<file path="src/rtl/adc_pattern_tx_if.sv">
// -----------------------------------------------------------------------------
// adc_pattern_tx_if
// Bundles the control and sample-stream signals of adc_pattern_tx.
//   enable       : level, high = transmit
//   mode         : pattern select, captured on mode_load
//   fixed_word   : byte for fixed mode, captured on mode_load
//   mode_load    : one-cycle pattern change request
//   mode_busy    : a loaded mode is waiting to be applied
//   data_p/data_n: rising/falling DCO edge bytes (channel A / channel B)
//   dco_en       : gates the forwarded DCO
//   valid        : high in TRAIN and RUN
//   train_active : high in TRAIN
//   sample_count : RUN cycles since last entry to RUN (saturating)
// master drives the controls; slave is the pattern generator.
// -----------------------------------------------------------------------------
interface adc_pattern_tx_if;
   logic        enable;
   logic [2:0]  mode;
   logic [7:0]  fixed_word;
   logic        mode_load;
   logic        mode_busy;
   logic [7:0]  data_p;
   logic [7:0]  data_n;
   logic        dco_en;
   logic        valid;
   logic        train_active;
   logic [31:0] sample_count;

   modport master (
      output enable, mode, fixed_word, mode_load,
      input  mode_busy, data_p, data_n, dco_en, valid, train_active, sample_count
   );

   modport slave (
      input  enable, mode, fixed_word, mode_load,
      output mode_busy, data_p, data_n, dco_en, valid, train_active, sample_count
   );
endinterface

</file>
<file path="src/rtl/adc_pattern_tx.sv">
// -----------------------------------------------------------------------------
// adc_pattern_tx
// Generates AD9284-style interleaved DDR byte streams for per-lane ODDR:
// a training word pair after enable, then a selectable test pattern.
//   clock_in : sample clock
//   reset    : synchronous, active-high, highest priority
//   bus      : adc_pattern_tx_if.slave (controls in, registered outputs out)
// -----------------------------------------------------------------------------
module adc_pattern_tx #(
   parameter int         TRAIN_WORDS = 64,
   parameter logic [8:0] PN_SEED     = 9'h1FF
) (
   input logic             clock_in,
   input logic             reset,
   adc_pattern_tx_if.slave bus
);

   typedef enum logic [1:0] {ST_IDLE, ST_TRAIN, ST_RUN} state_e;
   typedef enum logic [2:0] {PAT_RAMP, PAT_CHECK, PAT_TOGGLE, PAT_PN9, PAT_FIXED} pattern_e;

   localparam int          CW         = (TRAIN_WORDS > 1) ? $clog2(TRAIN_WORDS) : 1;
   localparam logic [CW-1:0] TRAIN_LAST = CW'(TRAIN_WORDS - 1);

   state_e        r_state, w_state_nxt;
   logic [CW-1:0] r_train_cnt, w_train_cnt_nxt;
   logic [2:0]    r_act_mode, r_pend_mode;
   logic [7:0]    r_act_fixed, r_pend_fixed;
   logic          r_busy;
   logic [7:0]    r_ramp;
   logic          r_tog;
   logic [8:0]    r_lfsr;
   logic [7:0]    r_data_p, r_data_n;
   logic          r_dco_en, r_valid, r_train;
   logic [31:0]   r_count;

   logic          w_apply, w_restart;
   logic [2:0]    w_mode_eff;
   logic [7:0]    w_fixed_eff;
   logic [7:0]    w_ramp_base;
   logic          w_tog_base;
   logic [8:0]    w_lfsr_base, w_lfsr_adv;
   logic [15:0]   w_pn_bits;
   logic [7:0]    w_p_nxt, w_n_nxt;
   logic          w_dco_nxt, w_valid_nxt, w_train_nxt;
   logic [31:0]   w_count_nxt;

   // Sixteen PN9 steps; returns {bits (first bit in MSB), state after step 16}.
   function automatic logic [24:0] pn_step16(input logic [8:0] seed);
      logic [8:0]  s;
      logic [15:0] bits;
      logic        b;
      s    = seed;
      bits = '0;
      for (int i = 0; i < 16; i++) begin
         b          = s[8] ^ s[4];
         bits[15-i] = b;
         s          = {s[7:0], b};
      end
      return {bits, s};
   endfunction

   // Next-state logic
   // NOTE: every always_comb output gets a default first so no latch is inferred.
   always_comb begin
      w_state_nxt     = r_state;
      w_train_cnt_nxt = '0;
      case (r_state)
         ST_IDLE:  if (bus.enable) w_state_nxt = ST_TRAIN;
         ST_TRAIN: begin
            if (!bus.enable)                 w_state_nxt = ST_IDLE;
            else if (r_train_cnt == TRAIN_LAST) w_state_nxt = ST_RUN;
            else                             w_train_cnt_nxt = r_train_cnt + 1'b1;
         end
         ST_RUN:   if (!bus.enable) w_state_nxt = ST_IDLE;
         default:  w_state_nxt = ST_IDLE;
      endcase
   end

   // Output datapath, computed for the cycle after the coming edge
   always_comb begin
      // A load coinciding with a pending mode overwrites it and defers the
      // application, so only the last requested pattern ever reaches the pins.
      w_apply     = (w_state_nxt == ST_RUN) && r_busy && !bus.mode_load;
      w_restart   = (r_state != ST_RUN) || w_apply;
      w_mode_eff  = w_apply ? r_pend_mode  : r_act_mode;
      w_fixed_eff = w_apply ? r_pend_fixed : r_act_fixed;
      w_ramp_base = w_restart ? 8'h00   : r_ramp;
      w_tog_base  = w_restart ? 1'b0    : r_tog;
      w_lfsr_base = w_restart ? PN_SEED : r_lfsr;
      {w_pn_bits, w_lfsr_adv} = pn_step16(w_lfsr_base);

      w_p_nxt     = 8'h00;
      w_n_nxt     = 8'h00;
      w_dco_nxt   = 1'b0;
      w_valid_nxt = 1'b0;
      w_train_nxt = 1'b0;
      w_count_nxt = '0;
      case (w_state_nxt)
         ST_TRAIN: begin
            w_p_nxt     = 8'hA5;
            w_n_nxt     = 8'h5A;
            w_dco_nxt   = 1'b1;
            w_valid_nxt = 1'b1;
            w_train_nxt = 1'b1;
         end
         ST_RUN: begin
            w_dco_nxt   = 1'b1;
            w_valid_nxt = 1'b1;
            if (r_state != ST_RUN)  w_count_nxt = 32'd1;
            else if (&r_count)      w_count_nxt = r_count;
            else                    w_count_nxt = r_count + 32'd1;
            case (w_mode_eff)
               PAT_RAMP:   begin w_p_nxt = w_ramp_base; w_n_nxt = w_ramp_base + 8'd1; end
               PAT_CHECK:  begin w_p_nxt = 8'h55; w_n_nxt = 8'hAA; end
               PAT_TOGGLE: begin w_p_nxt = {8{w_tog_base}}; w_n_nxt = {8{~w_tog_base}}; end
               PAT_PN9:    begin w_p_nxt = w_pn_bits[15:8]; w_n_nxt = w_pn_bits[7:0]; end
               PAT_FIXED:  begin w_p_nxt = w_fixed_eff; w_n_nxt = w_fixed_eff; end
               default:    begin w_p_nxt = 8'h00; w_n_nxt = 8'h00; end
            endcase
         end
         default: ;
      endcase
   end

   // NOTE: sequential state uses non-blocking assignments so all registers
   // update together from pre-edge values.
   // NOTE: every register, including generator and mode state, is reset so a
   // mid-operation reset leaves no residue of the aborted pattern.
   always_ff @(posedge clock_in) begin
      if (reset) begin
         r_state      <= ST_IDLE;
         r_train_cnt  <= '0;
         r_act_mode   <= PAT_RAMP;
         r_act_fixed  <= 8'h00;
         r_pend_mode  <= 3'd0;
         r_pend_fixed <= 8'h00;
         r_busy       <= 1'b0;
         r_ramp       <= 8'h00;
         r_tog        <= 1'b0;
         r_lfsr       <= PN_SEED;
         r_data_p     <= 8'h00;
         r_data_n     <= 8'h00;
         r_dco_en     <= 1'b0;
         r_valid      <= 1'b0;
         r_train      <= 1'b0;
         r_count      <= '0;
      end else begin
         r_state     <= w_state_nxt;
         r_train_cnt <= w_train_cnt_nxt;
         if (bus.mode_load) begin
            r_pend_mode  <= bus.mode;
            r_pend_fixed <= bus.fixed_word;
            r_busy       <= 1'b1;
         end else if (w_apply) begin
            r_busy <= 1'b0;
         end
         if (w_apply) begin
            r_act_mode  <= r_pend_mode;
            r_act_fixed <= r_pend_fixed;
         end
         if (w_state_nxt == ST_RUN) begin
            r_ramp <= w_ramp_base + 8'd2;
            r_tog  <= ~w_tog_base;
            r_lfsr <= w_lfsr_adv;
         end
         r_data_p <= w_p_nxt;
         r_data_n <= w_n_nxt;
         r_dco_en <= w_dco_nxt;
         r_valid  <= w_valid_nxt;
         r_train  <= w_train_nxt;
         r_count  <= w_count_nxt;
      end
   end

   assign bus.data_p       = r_data_p;
   assign bus.data_n       = r_data_n;
   assign bus.dco_en       = r_dco_en;
   assign bus.valid        = r_valid;
   assign bus.train_active = r_train;
   assign bus.mode_busy    = r_busy;
   assign bus.sample_count = r_count;

endmodule
</file>
<file path="src/flat_wrapper.sv">
// flat-port wrapper written by rule: the top's interface ports become plain ports
module adc_pattern_tx_flat 
#(
   parameter int         TRAIN_WORDS = 64,
   parameter logic [8:0] PN_SEED     = 9'h1FF
)
  (clock_in, reset, bus_enable, bus_mode, bus_fixed_word, bus_mode_load, bus_mode_busy, bus_data_p, bus_data_n, bus_dco_en, bus_valid, bus_train_active, bus_sample_count);
  adc_pattern_tx_if bus_i ();
  input logic clock_in;
  input logic reset;
  input wire logic [$bits(bus_i.enable)-1:0] bus_enable;
  input wire logic [$bits(bus_i.mode)-1:0] bus_mode;
  input wire logic [$bits(bus_i.fixed_word)-1:0] bus_fixed_word;
  input wire logic [$bits(bus_i.mode_load)-1:0] bus_mode_load;
  output wire logic [$bits(bus_i.mode_busy)-1:0] bus_mode_busy;
  output wire logic [$bits(bus_i.data_p)-1:0] bus_data_p;
  output wire logic [$bits(bus_i.data_n)-1:0] bus_data_n;
  output wire logic [$bits(bus_i.dco_en)-1:0] bus_dco_en;
  output wire logic [$bits(bus_i.valid)-1:0] bus_valid;
  output wire logic [$bits(bus_i.train_active)-1:0] bus_train_active;
  output wire logic [$bits(bus_i.sample_count)-1:0] bus_sample_count;
  assign bus_i.enable = bus_enable;
  assign bus_i.mode = bus_mode;
  assign bus_i.fixed_word = bus_fixed_word;
  assign bus_i.mode_load = bus_mode_load;
  assign bus_mode_busy = bus_i.mode_busy;
  assign bus_data_p = bus_i.data_p;
  assign bus_data_n = bus_i.data_n;
  assign bus_dco_en = bus_i.dco_en;
  assign bus_valid = bus_i.valid;
  assign bus_train_active = bus_i.train_active;
  assign bus_sample_count = bus_i.sample_count;
  adc_pattern_tx #(.TRAIN_WORDS(TRAIN_WORDS), .PN_SEED(PN_SEED)) u_core (.clock_in(clock_in), .reset(reset), .bus(bus_i));
endmodule
</file>
<file path="config.mk">
export PLATFORM = sky130hd
export DESIGN_NAME = adc_pattern_tx_flat
export DESIGN_NICKNAME = d
export VERILOG_FILES = /design/src/rtl/adc_pattern_tx_if.sv /design/src/rtl/adc_pattern_tx.sv /design/src/flat_wrapper.sv
export SDC_FILE = /design/constraint.sdc
export NUM_CORES = 1
export LEC_CHECK = 0
export BUFFER_PORTS_ARGS = -buffer_cell sky130_fd_sc_hd__buf_2
export CORE_MARGIN = 1
export CORE_UTILIZATION = 58
export CTS_BUF_LIST = sky130_fd_sc_hd__clkbuf_8
export CTS_CLUSTER_SIZE = 16
export DETAILED_ROUTE_END_ITERATION = 12
export PLACE_DENSITY = 0.88
export SYNTH_ARGS = -nofsm -noshare
export SYNTH_HDL_FRONTEND = slang
export SYNTH_SLANG_ARGS = --single-unit
</file>
<file path="constraint.sdc">
create_clock -name clock_in -period 5.3 [get_ports clock_in]
set_input_delay 1.06 -clock clock_in [delete_from_list [all_inputs] [get_ports clock_in]]
set_output_delay 1.06 -clock clock_in [all_outputs]
set_load 0.01 [all_outputs]
</file>
Word-level counts from Yosys, hierarchy flattened:

Cells that the tools add are included.

* flip-flop bits (word level): 99
* logic and storage cells: 83

* muxes and demuxes: 20
* add/sub/neg operators: 4
* reduce and logical (&&, ||, !) cells: 12
* bitwise gates (word level): 20
* equal/unequal tests: 11

Operators with widths (number)
* case mux 8 bit (5 select lines): 2
* adder 32 x 1 -> 32 bit (second input constant): 1
* case mux 8 bit (2 select lines): 2
* AND reduction 32 bit: 1
* 2-to-1 mux 8 bit: 2
* XOR 1 bit: 16
* 2-to-1 mux 9 bit: 1
* adder 8 x 1 -> 8 bit (second input constant): 1
* adder 8 x 2 -> 8 bit (second input constant): 1
* 2-to-1 mux 2 bit: 4
* 2-to-1 mux 1 bit: 7
* adder 6 x 1 -> 6 bit (second input constant): 1
* equality test 3 x 2 -> 1 bit (second input constant): 2
* equality test 6 bit (second input constant): 1
* case mux 2 bit (3 select lines): 1
* equality test 2 x 1 -> 1 bit (second input constant): 2
* equality test 2 bit (second input constant): 2
* NOT 1 bit: 4
* OR reduction 2 bit: 2
* OR reduction 4 bit: 1
* equality test 3 x 1 -> 1 bit (second input constant): 1
* equality test 3 bit (second input constant): 1
* zero test 3 bit: 1
* 2-to-1 mux 3 bit: 1
* other kinds (8): 9

Depth between registers and ports, before layout:

Gate-level depths: netlist (run 1).

* depth after elaboration: 15
* depth in mapped cells: 19
* gate-level depth less buffers: 17

Worst setup path before layout (run 1):

Ideal clock, no wire load.

* path kind: input -> register
* start: input bus_enable
* end: register u_core.r_data_n[6], in the netlist u_core.bus.data_n[6]
* stages on the path: 15
* data arrival time: 3211 ps
* setup time: 81 ps
* path slack: 2008 ps
* cells stage by stage: nor2b_1 > nand2_1 > ha_1 > and3b_1 > buf_2 > nor2_2 > buf_2 > nand2_1 > inv_1 > ha_1 > nand3_1 > nor2_1 > xor2_1 > nand2_1 > a41oi_1

* elaborated cells between the ends (all ways): 26

RTL lines
* from (decl): RTL line flat_wrapper.sv:11 `input wire logic [$bits(bus_i.enable)-1:0] bus_enable;`
* 2-to-1 mux 2 bit, on equally long branches: RTL line adc_pattern_tx.sv:74, adc_pattern_tx.sv:68, adc_pattern_tx.sv:70
* case mux 2 bit (3 select lines) *: RTL line adc_pattern_tx.sv:67 `case (r_state)`
* equality test 2 bit *: RTL line adc_pattern_tx.sv:83 `w_apply = (w_state_nxt == ST_RUN) && r_busy && !bus.mode_load;`
* logical AND 1 bit * (2 in a row): RTL line adc_pattern_tx.sv:83
* logical OR 1 bit *: RTL line adc_pattern_tx.sv:84 `w_restart = (r_state != ST_RUN) || w_apply;`
* 2-to-1 mux 8 bit *: RTL line adc_pattern_tx.sv:87 `w_ramp_base = w_restart ? 8'h00 : r_ramp;`
* named net u_core.w_ramp_base[0]: RTL line adc_pattern_tx.sv:39 `logic [7:0] w_ramp_base;`
* adder 8 x 1 -> 8 bit *: RTL line adc_pattern_tx.sv:113 `PAT_RAMP: begin w_p_nxt = w_ramp_base; w_n_nxt = w_ramp_base + 8'd1; end`
* case mux 8 bit (5 select lines) *: RTL line adc_pattern_tx.sv:112 `case (w_mode_eff)`
* case mux 8 bit (2 select lines) *: RTL line adc_pattern_tx.sv:98 `case (w_state_nxt)`
* to (signal assigned): RTL line adc_pattern_tx.sv:167 `r_data_n <= w_n_nxt;`
* to (decl): RTL line adc_pattern_tx.sv:32 `logic [7:0] r_data_p, r_data_n;`

Mark *: on every way through the listed nets, which the timed path passes. The rest lies on a longest branch.
A chain may end at the register's enable or synchronous reset.

Worst setup path after layout (run 1):

* start: register u_core.r_train_cnt[0]
* end: register u_core.r_data_n[6], in the netlist u_core.bus.data_n[6]

* elaborated cells between the ends (all ways): 26

RTL lines
* from (decl): RTL line adc_pattern_tx.sv:25 `logic [CW-1:0] r_train_cnt, w_train_cnt_nxt;`
* from (signal assigned): RTL line adc_pattern_tx.sv:149 `r_train_cnt <= w_train_cnt_nxt;`
* equality test 6 bit: RTL line adc_pattern_tx.sv:71 `else if (r_train_cnt == TRAIN_LAST) w_state_nxt = ST_RUN;`
* 2-to-1 mux 2 bit: RTL line adc_pattern_tx.sv:71
* 2-to-1 mux 2 bit: RTL line adc_pattern_tx.sv:70 `if (!bus.enable) w_state_nxt = ST_IDLE;`
* case mux 2 bit (3 select lines): RTL line adc_pattern_tx.sv:67
* named net u_core.w_state_nxt[1]: RTL line adc_pattern_tx.sv:24 `state_e r_state, w_state_nxt;`
* equality test 2 bit: RTL line adc_pattern_tx.sv:83
* logical AND 1 bit (2 in a row): RTL line adc_pattern_tx.sv:83
* logical OR 1 bit: RTL line adc_pattern_tx.sv:84
* 2-to-1 mux 8 bit: RTL line adc_pattern_tx.sv:87
* named net u_core.w_ramp_base[0]: RTL line adc_pattern_tx.sv:39
* adder 8 x 1 -> 8 bit: RTL line adc_pattern_tx.sv:113
* case mux 8 bit (5 select lines): RTL line adc_pattern_tx.sv:112
* case mux 8 bit (2 select lines): RTL line adc_pattern_tx.sv:98

The timed path passes the listed nets, and every way through them passes these cells.

==> summary by stage, run 1 <==
Power and ir drop
The worst-case IR drop observed on VDD is 202 uV. The areal power density over the cells is ~240 mW/mm^2. The total power consumption of the routed design is between 1000 and 1500 uW. Summed over all cells, the static leakage comes to about 0.0022 uW.

Clock tree
The TritonCTS clock tree is yes. For this design, the sink count on the clock tree is 99. In this run the number of H-tree levels came out at 3. The cell at the root of the clock tree is clkbuf_8. Buffers inserted to repair hold after CTS numbered 0. The total CTS buffers is 9. The clock passes through at most 2 buffers. At the later pin of the worst-skew pair, clock insertion delay measures 0.37 ns. Post-CTS timing repair inserted 0 buffers for setup. After clock tree synthesis, the clock-pin slew on the worst setup and hold paths is about 0.10 ns. The total of cells resized after clock tree synthesis is 0.

Layout
After filler insertion, the fill cell instance count of the layout stands at around 640. Measured on the finished design, the core utilization comes to 0.681. The finished layout holds 722 standard cells, fillers aside. The final-stage net count is roughly 640. The post-synthesis to final-layout area growth is 11.2%. Of the cells placed in the final design, the portion with a size suffix greater than 1 is 0.155. The antenna diode instance count is 0.

Detailed routing
For this block, the initial DRC count from the detailed router was between 300 and 400. The aggregate routed wire length is between 10000 and 15000 um. The remaining number of nets flagged by the antenna check after routing is 0.

The first detailed-routing pass ran for 7 iterations. The mean number of vias per cell is between 6 and 7. The routed layout has roughly 4400 vias.

The DRC violations left is 0. The routed wire length per instance is approximately 16 um.

Synth
The post-synthesis average cell area is ~8.5 sq um. In this run, synthesis produced a sequential element count of between 90 and 100. The count of flip-flops with a built-in enable after synthesis is 0. Synthesis produced a netlist with a net count of 588. The synthesized netlist cell count is roughly 570.

The post-synthesis xor/xnor area fraction is 0.0762. The count of cell types in the netlist is slightly above 60. The cell taking the most area after synthesis is dfxtp_1. The compound-cell area share of the yosys netlist is 0.162. The proportion of synthesized chip area in sequential cells is 0.410. Yosys attributes the largest share of cell area to dfxtp_1 41%, nor2_1 6.6%, xnor2_1 4.7%. After synthesis the cells add up to ~0.0048 sq mm.

dfxtp_1 is the most common cell in the netlist. The adder and majority gate portion of the synthesized area is 0.0155. In the synthesized netlist the async set-or-reset flop fraction comes to 0. Sorting the synthesized cells by how often they occur yields 99 x dfxtp_1, 85 x nor2_1, 46 x nand2_1, 32 x a21oi_1, 26 x xnor2_1.

Of the post-synthesis cell area, the dominant cell type holds 0.410. The combinational family with the most area after synthesis is simple AND/OR/NAND/NOR gates. The number of warnings issued by yosys is 0. The portion of synthesized area spent on multiplexers is 0.0459. For this run, the leading register cell type out of synthesis is dfxtp_1. Of the total synthesized cell area, the portion taken by AND, OR, NAND and NOR gates is 0.257.

Worst setup path
The type of element launching the critical path is a flip-flop. The biggest cell delay along the critical path is about 0.65 ns. Among cell families on the critical path, the largest total delay comes from simple AND/OR/NAND/NOR gates. The sum of buffers and inverters on the critical path is 2. Walking the worst path, the cells encountered are ha_1 > and3_1 > nand4_1 > o21ai_0 > nand2_1 > inv_1 > ha_1 > and3b_1 > nor2_2 > nand2_1 > inv_1 > ha_1 > nand3_1 > nor2_1 > xor2_1 > nand2_1 > a41oi_1.

Data arrives at the worst endpoint at between 3 and 4 ns. Along the worst path, the maximum fanout reaches 19. The critical path is of the flip-flop to flip-flop type.

The critical path capture point type is a flip-flop. At the worst endpoint, the required time is 5.58 ns. The slowest stage cell on the critical path is nor2_2.

Outcome
The flow ran to the end, and the final reports show no timing, DRC or antenna violations.

STA
Setup violations remaining at the end of the flow were counted as 0. Of the available clock period, the critical path in the final layout requires 0.663. The tightest hold margin is 0.450 ns. The final critical path time including I/O delays and setup is between 3 and 4 ns. For this run, the top clock speed supported by timing is 0.285 GHz. The setup TNS is 0 ns. Setup repair after global routing left no endpoint under its margin.

For the pin with the worst max-slew slack, the measured transition is around 0.85 ns. The number of failing hold endpoints at the final stage is 0. The clock skew is around 0.010 ns. The count of pins over their slew limit is 0. The tightest slew margin relative to the limit is 0.432.

Floorplan
The floorplan step defined a core boundary enclosing slightly below 0.008 sq mm. The number of top-level pins is 67. The floorplan step defined a die boundary enclosing 0.00869 sq mm. The die is 93.2 um tall. For this configuration, the core starts out at a cell density of 0.612. The horizontal die dimension is between 90 and 100 um. The initialized floorplan defines 32 standard-cell rows.

Placement
The number of cells in the design after placement is a little over 700. The final weighted congestion in routability-driven placement is approximately 0.94. Summed over all nets, the half-perimeter wirelength after detailed placement is ~8600 um. In this run the tool buffered the top-level ports with between 60 and 70 buffer cells.

Global route
The first-pass GRT wire length is roughly 19000 um. The overall track demand over capacity in global routing is 0.283. The number of antenna violations at the first check in global routing was 0. Entering global routing, the biggest net connects 48 pins.

The number of global-route vias before repair is between 3000 and 4000. Summed over all layers, the global routing overflow is 0.

Hold path
The tightest min-delay check is of the flip-flop to flip-flop type.

Flow run
The count of maximum capacitance violations is 0.
==> sequential cells by signal, indices dropped and copies added, names as in the netlist <==
name	count
u_core.bus.data_n	8
u_core.bus.data_p	8
u_core.bus.dco_en	1
u_core.bus.mode_busy	1
u_core.bus.sample_count	32
u_core.bus.train_active	1
u_core.r_act_fixed	8
u_core.r_act_mode	3
u_core.r_lfsr	9
u_core.r_pend_fixed	8
u_core.r_pend_mode	3
u_core.r_ramp	8
u_core.r_state	2
u_core.r_tog	1
u_core.r_train_cnt	6
==> layout make-up <==
class	instances	area, sq um	area share
clock buffers	9	124	0.0231
flip-flops and latches	99	1980	0.369
repair buffers	68	345	0.0643
inverters	9	33.8	0.00629
clock inverters	7	73.8	0.0137
multi-input cells	428	2680	0.500
well taps	102	128	0.0238
==> worst register-to-register path: stages (launching register included) <==
cell and delay (ns):
dfxtp_1 0.34, ha_1 0.24, and3_1 0.19, nand4_1 0.10
o21ai_0 0.08, nand2_1 0.13, inv_1 0.05, ha_1 0.18
and3b_1 0.38, nor2_2 0.65, nand2_1 0.17, inv_1 0.09
ha_1 0.18, nand3_1 0.12, nor2_1 0.14, xor2_1 0.16
nand2_1 0.06, a41oi_1 0.18
==> final timing paths <==
check,from,to,slack [ns],cells after the start
max,u_core.r_train_cnt[0],u_core.bus.data_n[6],1.79,17
min reg2reg,u_core.r_train_cnt[0],u_core.r_train_cnt[0],0.45,1
min,u_core.r_train_cnt[0],u_core.r_train_cnt[0],0.45,1
max reg2reg,u_core.r_train_cnt[0],u_core.bus.data_n[6],1.79,17
==> per-layer routing <==
| metal | track usage | wire length, um | up-vias |
|---|---|---|---|
| li1 | - | - | 2115 |
| met1 | 0.391 | 5560 | 2073 |
| met2 | 0.434 | 5360 | 172 |
| met3 | 0.0748 | 814 | 18 |
| met4 | 0.0821 | 172 | 0 |
| met5 | 0 | 0 | - |
==> cell families (layout without fill, tap and decap cells) <==
kind of cell	count (synthesis)	count (layout)
flops	99	99
mux	22	22
compound gates	117	117
buf+inv	40	93
fa+ha+maj	6	6
xor+xnor	42	42
simple gates	241	241
==> metrics by stage <==
step | setup WS (ns) | instance area, sq um
after floorplan | 2.01 | 4830
after global placement | 1.59 | 5170
after detailed placement | 1.47 | 5170
after CTS | 1.80 | 5370
after global routing | 1.46 | 5370
final | 1.79 | 5370
==> power breakdown <==
| group | switching, uW | internal (uW) | total (uW) |
|---|---|---|---|
| combinational | 19.3 | 15.8 | 35.1 |
| clock | 274 | 223 | 497 |
| sequential | 8.17 | 751 | 760 |
| total | 301 | 990 | 1290 |
==> layout by cell type, fill, tap and decap left out, drive strengths merged, types with 6 or more instances in the layout <==
cell    instances
dfxtp          99
ha              6
or3            10
o21ai          20
nand2b          7
a21oi          32
clkbuf          9
xor2           16
xnor2          26
and3           14
nor2           86
nand2          46
and2            7
nand3          20
buf            68
a31oi          18
nor3            7
o21bai          7
mux2i          21
nor2b           7
inv            14
nand4          14
Power figures use the tool's default switching activity.
==> run 2, diff against run 1 <==
- ABC_AREA: default -> 1
- clock period: 5.3 -> 3.6 ns (I/O delays scaled with it)
==> summary by stage, run 2 <==
Worst setup path
The worst-path maximum fanout was 20 (was 19). The endpoint required time on the critical path is 3.90 ns (was 5.58 ns). The arrival time reported for the critical path endpoint is 3.57 ns (was 3.80 ns). The type of element launching the critical path is a flip-flop (unchanged). The class of the most critical setup path is flip-flop to flip-flop (unchanged). The destination of the worst register-to-register timing path is u_core.bus.data_p[3] (was u_core.bus.data_n[6]). The cell count of the worst reg-to-reg path came to 14 (was 17).

The capture point of the worst path is u_core.bus.data_p[3] (was u_core.bus.data_n[6]). The critical path startpoint is u_core.r_train_cnt[0] (unchanged). The critical path capture point type is a flip-flop (unchanged).

The startpoint of the lowest-slack register-to-register path was u_core.r_train_cnt[0] (unchanged). The minimum setup slack among reg-to-reg paths is 0.33 ns (was 1.79 ns).

Power and ir drop
The worst IR drop on VDD is 215 uV (was 202 uV). The static power due to leakage was 0.00261 uW (was 0.00218 uW). The areal power density over the cells came to 330 mW/mm^2 (was 240 mW/mm^2).

Global route
The first-pass GRT wire length is 20900 um (was 19300 um). The number of antenna violations at the first check in global routing is 0 (unchanged). The pin count of the biggest net entering global routing is 27 (was 48). The overall track demand over capacity in global routing is 0.295 (was 0.283). The global-route congestion overflow total is 0 (unchanged). The number of global-route vias before repair was 4440 (was 3860).

Outcome
Result of the run: completed (unchanged).

Layout
The number of flip-flops in the largest register is 32 (unchanged). The final non-filler cell area is 0.00567 sq mm (was 0.00537 sq mm). The most common cell after layout, fill and taps aside is nand2_1 (was dfxtp_1). The final-stage net count came to 820 (was 636). Highest-count cells in the layout ignoring fill and taps: 168 x nand2_1, 111 x nor2_1, 99 x dfxtp_1 (was 99 x dfxtp_1, 85 x nor2_1, 66 x buf_2).

The share of final-layout standard cells stronger than drive strength 1 is 0.160 (was 0.155). The post-synthesis to final-layout area growth is 10.2% (was 11.2%). The antenna diode instance count is 0 (unchanged).

STA
The number of failing hold endpoints at the final stage is 0 (unchanged). The measured slew at the worst slew-check pin is 0.525 ns (was 0.852 ns). The tightest hold margin was 0.466 ns (was 0.450 ns). RSZ-0062 raised after global routing: false (unchanged). The count of pins over their slew limit came to 0 (unchanged). The setup TNS is 0 ns (unchanged). The final critical path time including I/O delays and setup is 3.27 ns (was 3.51 ns). The share of the clock period used by the worst path after layout is 0.910 (was 0.663). The clock skew was 0.0106 ns (was 0.0101 ns). The count of final setup violators is 0 (unchanged).

The upper clock frequency limit is 0.305 GHz (was 0.285 GHz). The least setup slack across all paths after layout is 0.326 ns (was 1.79 ns). The tightest slew margin relative to the limit is 0.650 (was 0.432).

Synth
Ranking of synthesized cells by area: dfxtp_1 38%, nand2_1 12%, nor2_1 8.1% (was dfxtp_1 41%, nor2_1 6.6%, xnor2_1 4.7%). The proportion of synthesized chip area in sequential cells is 0.385 (was 0.410). The post-synthesis average cell area was 6.93 sq um (was 8.52 sq um). The number of warnings issued by yosys is 0 (unchanged). The cell taking the most area after synthesis is dfxtp_1 (unchanged). The synthesis-stage register bit count is 99 (unchanged).

The async set-reset flop share out of synthesis is 0 (unchanged). The count of flip-flops with a built-in enable after synthesis came to 0 (unchanged). The count of cell types in the netlist was 42 (was 62). Commonest cells in the synthesized netlist: 168 x nand2_1, 111 x nor2_1, 99 x dfxtp_1, 81 x inv_1, 49 x nand3_1 (was 99 x dfxtp_1, 85 x nor2_1, 46 x nand2_1, 32 x a21oi_1, 26 x xnor2_1). The most common cell in the netlist was nand2_1 (was dfxtp_1).

The area of the mapped netlist is 0.00515 sq mm (was 0.00483 sq mm). The leading register cell type out of synthesis is dfxtp_1 (unchanged). The synthesized net count is 764 (was 588). The synthesized netlist cell count came to 743 (was 567).

The share of the synthesized area in the top cell type came to 0.385 (was 0.410).

Clock tree
The maximum root-to-sink buffer count is 2 (unchanged). The cell at the root of the clock tree is clkbuf_8 (unchanged). The total CTS buffers is 9 (unchanged). The worst-skew pair later-pin latency is 0.37 ns (about the same).

The H-tree level count is 3 (unchanged). The total of cells resized after clock tree synthesis is 0 (unchanged). The number of buffers added to fix hold violations after cts came to 0 (unchanged).

The clock net sink count is 99 (unchanged). The clock slew at the register clock pins of the worst setup and hold paths is 0.10 ns (about the same). The TritonCTS clock tree is yes (unchanged). The post-CTS repair timing setup buffer count is 0 (unchanged).

Detailed routing
The detailed-routing iteration count for the pre-antenna-repair pass is 5 (was 7). The routed wire length per instance is 14.2 um (was 16.5 um). The remaining number of nets flagged by the antenna check after routing was 0 (unchanged). The mean number of vias per cell is 5.42 (was 6.06). The first-iteration detailed-routing DRC count is 282 (was 338). The DRC violations left is 0 (unchanged). The total number of vias is 4944 (was 4378). The aggregate routed wire length came to 13000 um (was 11900 um).

Floorplan
The number of placement rows is 34 (was 32). The area of the placeable core is 0.00868 sq mm (was 0.00789 sq mm). The overall die area is 0.00926 sq mm (was 0.00869 sq mm). The number of top-level pins is 67 (unchanged). The vertical die dimension is 96.2 um (was 93.2 um). The starting density of the core came to 0.593 (was 0.612). The horizontal die dimension was 96.2 um (was 93.2 um).

Placement
The pre-CTS setup slack is 0.430 ns (was 1.47 ns). The final HPWL from detailed placement came to 9890 um (was 8600 um). The placed instance area is 0.00548 sq mm (was 0.00517 sq mm).

The final weighted congestion in routability-driven placement is 1.01 (was 0.943). The number of buffer cells added on primary ports is 66 (unchanged).

Flow run
The count of maximum capacitance violations is 0 (unchanged).

Hold path
The path type of the worst min-delay path was flip-flop to flip-flop (unchanged).
run 2: changes by cell type after synthesis, sizes merged, moves of 14 or more:
| cell | previous run | this run |
|---|---|---|
| nor2 | 86 | 124 |
| a31oi | 18 | 4 |
| nand2 | 46 | 179 |
| nand3 | 20 | 53 |
| inv | 9 | 85 |
| and3 | 14 | 0 |
| mux2i | 21 | 0 |
| o21ai | 20 | 45 |
| xnor2 | 26 | 11 |
run 2: per-layer routing:
layer  vias up  track usage  part of all wire
met5         -            0                 0
met1      2268        0.346              0.43
li1       2480            -                 -
met3        31       0.0419             0.059
met4         0        0.150             0.036
met2       165        0.521              0.48
run 2: kinds of logic after synthesis:
family | after synthesis | synth area share
adders and majority gates | 6 | 0.0146
xor gates and xnor gates | 29 | 0.0508
buffers and inverters | 110 | 0.0940
DFF | 99 | 0.385
AOI/OAI and AO/OA | 93 | 0.0962
and+or+nand+nor | 406 | 0.359
run 2: worst max-delay path, cell delays in order (launching register included):
cell	delay, ns
dfxtp_1	0.37
ha_1	0.18
nand2_1	0.07
nor2_1	0.23
nand4_1	0.18
o22ai_1	0.22
ha_1	0.26
nand3_2	0.34
o21ai_2	0.36
nand2_1	0.10
nor2_2	0.42
nand2_1	0.17
o211ai_1	0.12
nor2_1	0.07
nor2_1	0.12
run 2: worst min-delay path by stage:
stage	start	to	depth (start not counted)
after floorplan	u_core.r_train_cnt[0]	u_core.r_train_cnt[0]	1
after global placement	u_core.r_train_cnt[0]	u_core.r_train_cnt[0]	1
after detailed placement	u_core.r_train_cnt[0]	u_core.r_train_cnt[0]	1
after CTS	u_core.r_train_cnt[0]	u_core.r_train_cnt[0]	1
after global routing	u_core.r_pend_fixed[7]	u_core.r_pend_fixed[7]	2
final	u_core.r_train_cnt[0]	u_core.r_train_cnt[0]	1
run 2: area by class of cell:
| type | instances | area (sq um) |
|---|---|---|
| Clock inverter | 6 | 56.3 |
| Clock buffer | 10 | 138 |
| Multi-Input combinational cell | 534 | 2680 |
| Inverter | 85 | 319 |
| Fill cell | 779 | 3010 |
| Timing Repair Buffer | 70 | 360 |
| Sequential cell | 99 | 1980 |
| Tap cell | 108 | 135 |
run 2: power breakdown:
part           internal, uW  switching [uW]  total, uW
clock network           285             414        699
logic                  18.8            34.6       53.5
registers              1110            8.04       1120
run 2: per-stage QoR:
step,instances,utilization,total power (uW)
floorplan,743,-,1170
global placement,896,0.631,1190
detailed placement,896,0.631,1200
CTS,912,0.654,1890
global route,912,0.654,1940
finish,912,0.654,1870
==> run 3, diff against run 2 <==
- clock period: 3.6 -> 4.09 ns (I/O delays scaled with it)
==> summary by stage, run 3 (synthesis results as in run 2) <==
Detailed routing
The remaining number of nets flagged by the antenna check after routing is 0 (unchanged). The DRC violations left is 0 (unchanged). The aggregate routed wire length came to 13200 um (was 13000 um). The detailed-routing iteration count for the pre-antenna-repair pass is 5 (unchanged).

The mean number of vias per cell was 5.49 (was 5.42). The total number of vias is 5000 (was 4944). The first-iteration detailed-routing DRC count is 311 (was 282).

The routed wire length per instance came to 14.4 um (was 14.2 um).

Floorplan
The area of the placeable core came to 0.00868 sq mm (unchanged). The horizontal die dimension is 96.2 um (unchanged). The starting density of the core is 0.593 (unchanged). The overall die area is 0.00926 sq mm (unchanged). The number of placement rows was 34 (unchanged). The vertical die dimension was 96.2 um (unchanged). The number of top-level pins came to 67 (unchanged).

Worst setup path
The type of element launching the critical path is a flip-flop (unchanged). The cell count of the worst reg-to-reg path is 15 (was 14). The minimum setup slack among reg-to-reg paths was 0.82 ns (was 0.33 ns). The destination of the worst register-to-register timing path is u_core.bus.data_n[2] (was u_core.bus.data_p[3]). The number of stages on the worst setup path is 15 (was 14). The endpoint required time on the critical path is 4.35 ns (was 3.90 ns).

The startpoint of the lowest-slack register-to-register path is u_core.r_train_cnt[0] (unchanged). The biggest cell delay along the critical path was 0.39 ns (was 0.42 ns). The class of the most critical setup path is flip-flop to flip-flop (unchanged). The cell type group with the largest total delay on the critical path is simple AND/OR/NAND/NOR gates (unchanged). The capture point of the worst path was u_core.bus.data_n[2] (was u_core.bus.data_p[3]). In this design, the critical path's most frequently occurring cell is nor2_1. Critical Path, Cell by Cell: ha_1 > nand2_1 > nor2_1 > nand4_1 > o22ai_1 > ha_1 > nand3_2 > nand2_4 > nor2_1 > ha_1 > or2_2 > nand3_1 > o21ai_1 > nor2_1 > nor2_1 (was ha_1 > nand2_1 > nor2_1 > nand4_1 > o22ai_1 > ha_1 > nand3_2 > o21ai_2 > nand2_1 > nor2_2 > nand2_1 > o211ai_1 > nor2_1 > nor2_1). The arrival time reported for the critical path endpoint is 3.53 ns (was 3.57 ns). The critical path startpoint is u_core.r_train_cnt[0] (unchanged).

The critical path capture point type is a flip-flop (unchanged). The worst-path maximum fanout is 20 (unchanged). The sum of buffers and inverters on the critical path is 0 (unchanged). The slowest stage cell on the critical path is dfxtp_1 (was nor2_2).

STA
The count of pins over their slew limit is 0 (unchanged). The final critical path time including I/O delays and setup is 3.27 ns (about the same). The share of the clock period used by the worst path after layout came to 0.799 (was 0.910). The clock skew is 0.0118 ns (was 0.0106 ns). The least setup slack across all paths after layout was 0.821 ns (was 0.326 ns). The measured slew at the worst slew-check pin is 0.644 ns (was 0.525 ns). The number of failing hold endpoints at the final stage was 0 (unchanged).

The count of final setup violators is 0 (unchanged). The tightest slew margin relative to the limit is 0.570 (was 0.650). The upper clock frequency limit is 0.306 GHz (was 0.305 GHz).

RSZ-0062 raised after global routing: false (unchanged). The setup TNS is 0 ns (unchanged).

Clock tree
The clock net sink count is 99 (unchanged). The number of buffers added to fix hold violations after cts is 0 (unchanged). The total CTS buffers came to 9 (unchanged). The cell at the root of the clock tree is clkbuf_8 (unchanged). The maximum root-to-sink buffer count is 2 (unchanged). The total of cells resized after clock tree synthesis is 0 (unchanged). The H-tree level count is 3 (unchanged).

The TritonCTS clock tree is yes (unchanged). The worst-skew pair later-pin latency is 0.38 ns (was 0.37 ns). The clock slew at the register clock pins of the worst setup and hold paths came to 0.11 ns (was 0.10 ns). The post-CTS repair timing setup buffer count is 0 (unchanged).

Power and ir drop
The worst IR drop on VDD came to 235 uV (was 215 uV). The internal power is 1290 uW (was 1410 uW). The switching power as a share of total power is 0.240 (was 0.244). The areal power density over the cells is 298 mW/mm^2 (was 330 mW/mm^2). The net switching power of the design is 407 uW (was 457 uW). The clock network fraction of total power is 0.392 (was 0.374).

The combinational fraction of design power is 0.027 (was 0.029). The static power due to leakage came to 0.00261 uW (about the same). The relative contribution of sequential cells to total power is 0.581 (was 0.598).

Placement
The pre-CTS setup slack is 0.771 ns (was 0.430 ns). The placed instance area is 0.00547 sq mm (was 0.00548 sq mm). The number of buffer cells added on primary ports is 66 (unchanged). The final HPWL from detailed placement was 9940 um (was 9890 um). The final weighted congestion in routability-driven placement is 1.02 (was 1.01).

Global route
The global-route congestion overflow total is 0 (unchanged). The number of global-route vias before repair is 4592 (was 4440). The overall track demand over capacity in global routing is 0.299 (was 0.295).

The pin count of the biggest net entering global routing came to 27 (unchanged). The first-pass GRT wire length came to 21000 um (was 20900 um). The number of antenna violations at the first check in global routing came to 0 (unchanged).

Layout
The final-stage net count is 819 (was 820). The most common cell after layout, fill and taps aside is nand2_1 (unchanged). The antenna diode instance count came to 0 (unchanged). The share of final-layout standard cells stronger than drive strength 1 is 0.159 (was 0.160). The number of flip-flops in the largest register is 32 (unchanged). The final non-filler cell area is 0.00568 sq mm (was 0.00567 sq mm). Highest-count cells in the layout ignoring fill and taps: 168 x nand2_1, 111 x nor2_1, 99 x dfxtp_1 (unchanged). The post-synthesis to final-layout area growth is 10.3% (was 10.2%).

Outcome
Result of the run: completed (unchanged).

Flow run
The count of maximum capacitance violations is 0 (unchanged).

Hold path
The path type of the worst min-delay path is flip-flop to flip-flop (unchanged).
run 3: changes by cell type in the layout (fill, tap and decap cells not counted):
cell       previous run  this run
buf_4                 4         3
bufinv_16             0         1
clkbuf_8             10         9
clkinv_4              2         0
inv_6                 1         2
clkinv_2              0         1
run 3: layout make-up:
| type | instances | area [sq um] |
|---|---|---|
| timing repair buffer | 69 | 353 |
| clock inverter | 7 | 82.6 |
| clock buffer | 9 | 124 |
| fill | 771 | 3000 |
| tap | 108 | 135 |
| inverter | 85 | 319 |
| multi-input combinational | 534 | 2680 |
| sequential | 99 | 1980 |
run 3: tightest hold or removal path: cells and delay by family (launching register included):
family | cells | cell delay [ns]
DFF | 1 | 0.31
AOI/OAI and AO/OA | 1 | 0.06
buffers and inverters | 1 | 0.06
run 3: metal layers:
layer / part of all wire / GRT usage
met1: 0.40 / 0.334
met4: 0.051 / 0.180
met3: 0.063 / 0.0600
met2: 0.48 / 0.521
met5: 0 / 0
run 3: stage by stage:
| stage | hold slack, ns | std cells | utilization | total power, uW |
|---|---|---|---|---|
| floorplan | 0.418 | 743 | - | 1030 |
| global placement | 0.425 | 895 | 0.630 | 1050 |
| detailed placement | 0.456 | 895 | 0.630 | 1050 |
| CTS | 0.471 | 911 | 0.654 | 1700 |
| global route | 0.490 | 911 | 0.654 | 1750 |
| finish | 0.473 | 911 | 0.654 | 1690 |
run 3: worst min path at each step:
stage / end / depth (start not counted) / start / slack, ns
after floorplan: u_core.r_train_cnt[0] / 1 / u_core.r_train_cnt[0] / 0.42
after global placement: u_core.r_train_cnt[0] / 1 / u_core.r_train_cnt[0] / 0.42
after detailed placement: u_core.r_train_cnt[0] / 1 / u_core.r_train_cnt[0] / 0.46
after CTS: u_core.r_pend_fixed[4] / 2 / u_core.r_pend_fixed[4] / 0.47
after global routing: u_core.r_pend_fixed[4] / 2 / u_core.r_pend_fixed[4] / 0.49
final: u_core.r_pend_fixed[3] / 2 / u_core.r_pend_fixed[3] / 0.47
run 3: power groups by stage:
stage	Sequential (uW)	Clock [uW]	Combinational, uW
finish	984	665	45.5
global route	985	710	52.0
floorplan	1010	0	25.8
global placement	1010	0	43.9
detailed placement	1010	0	45.6
CTS	984	668	45.8
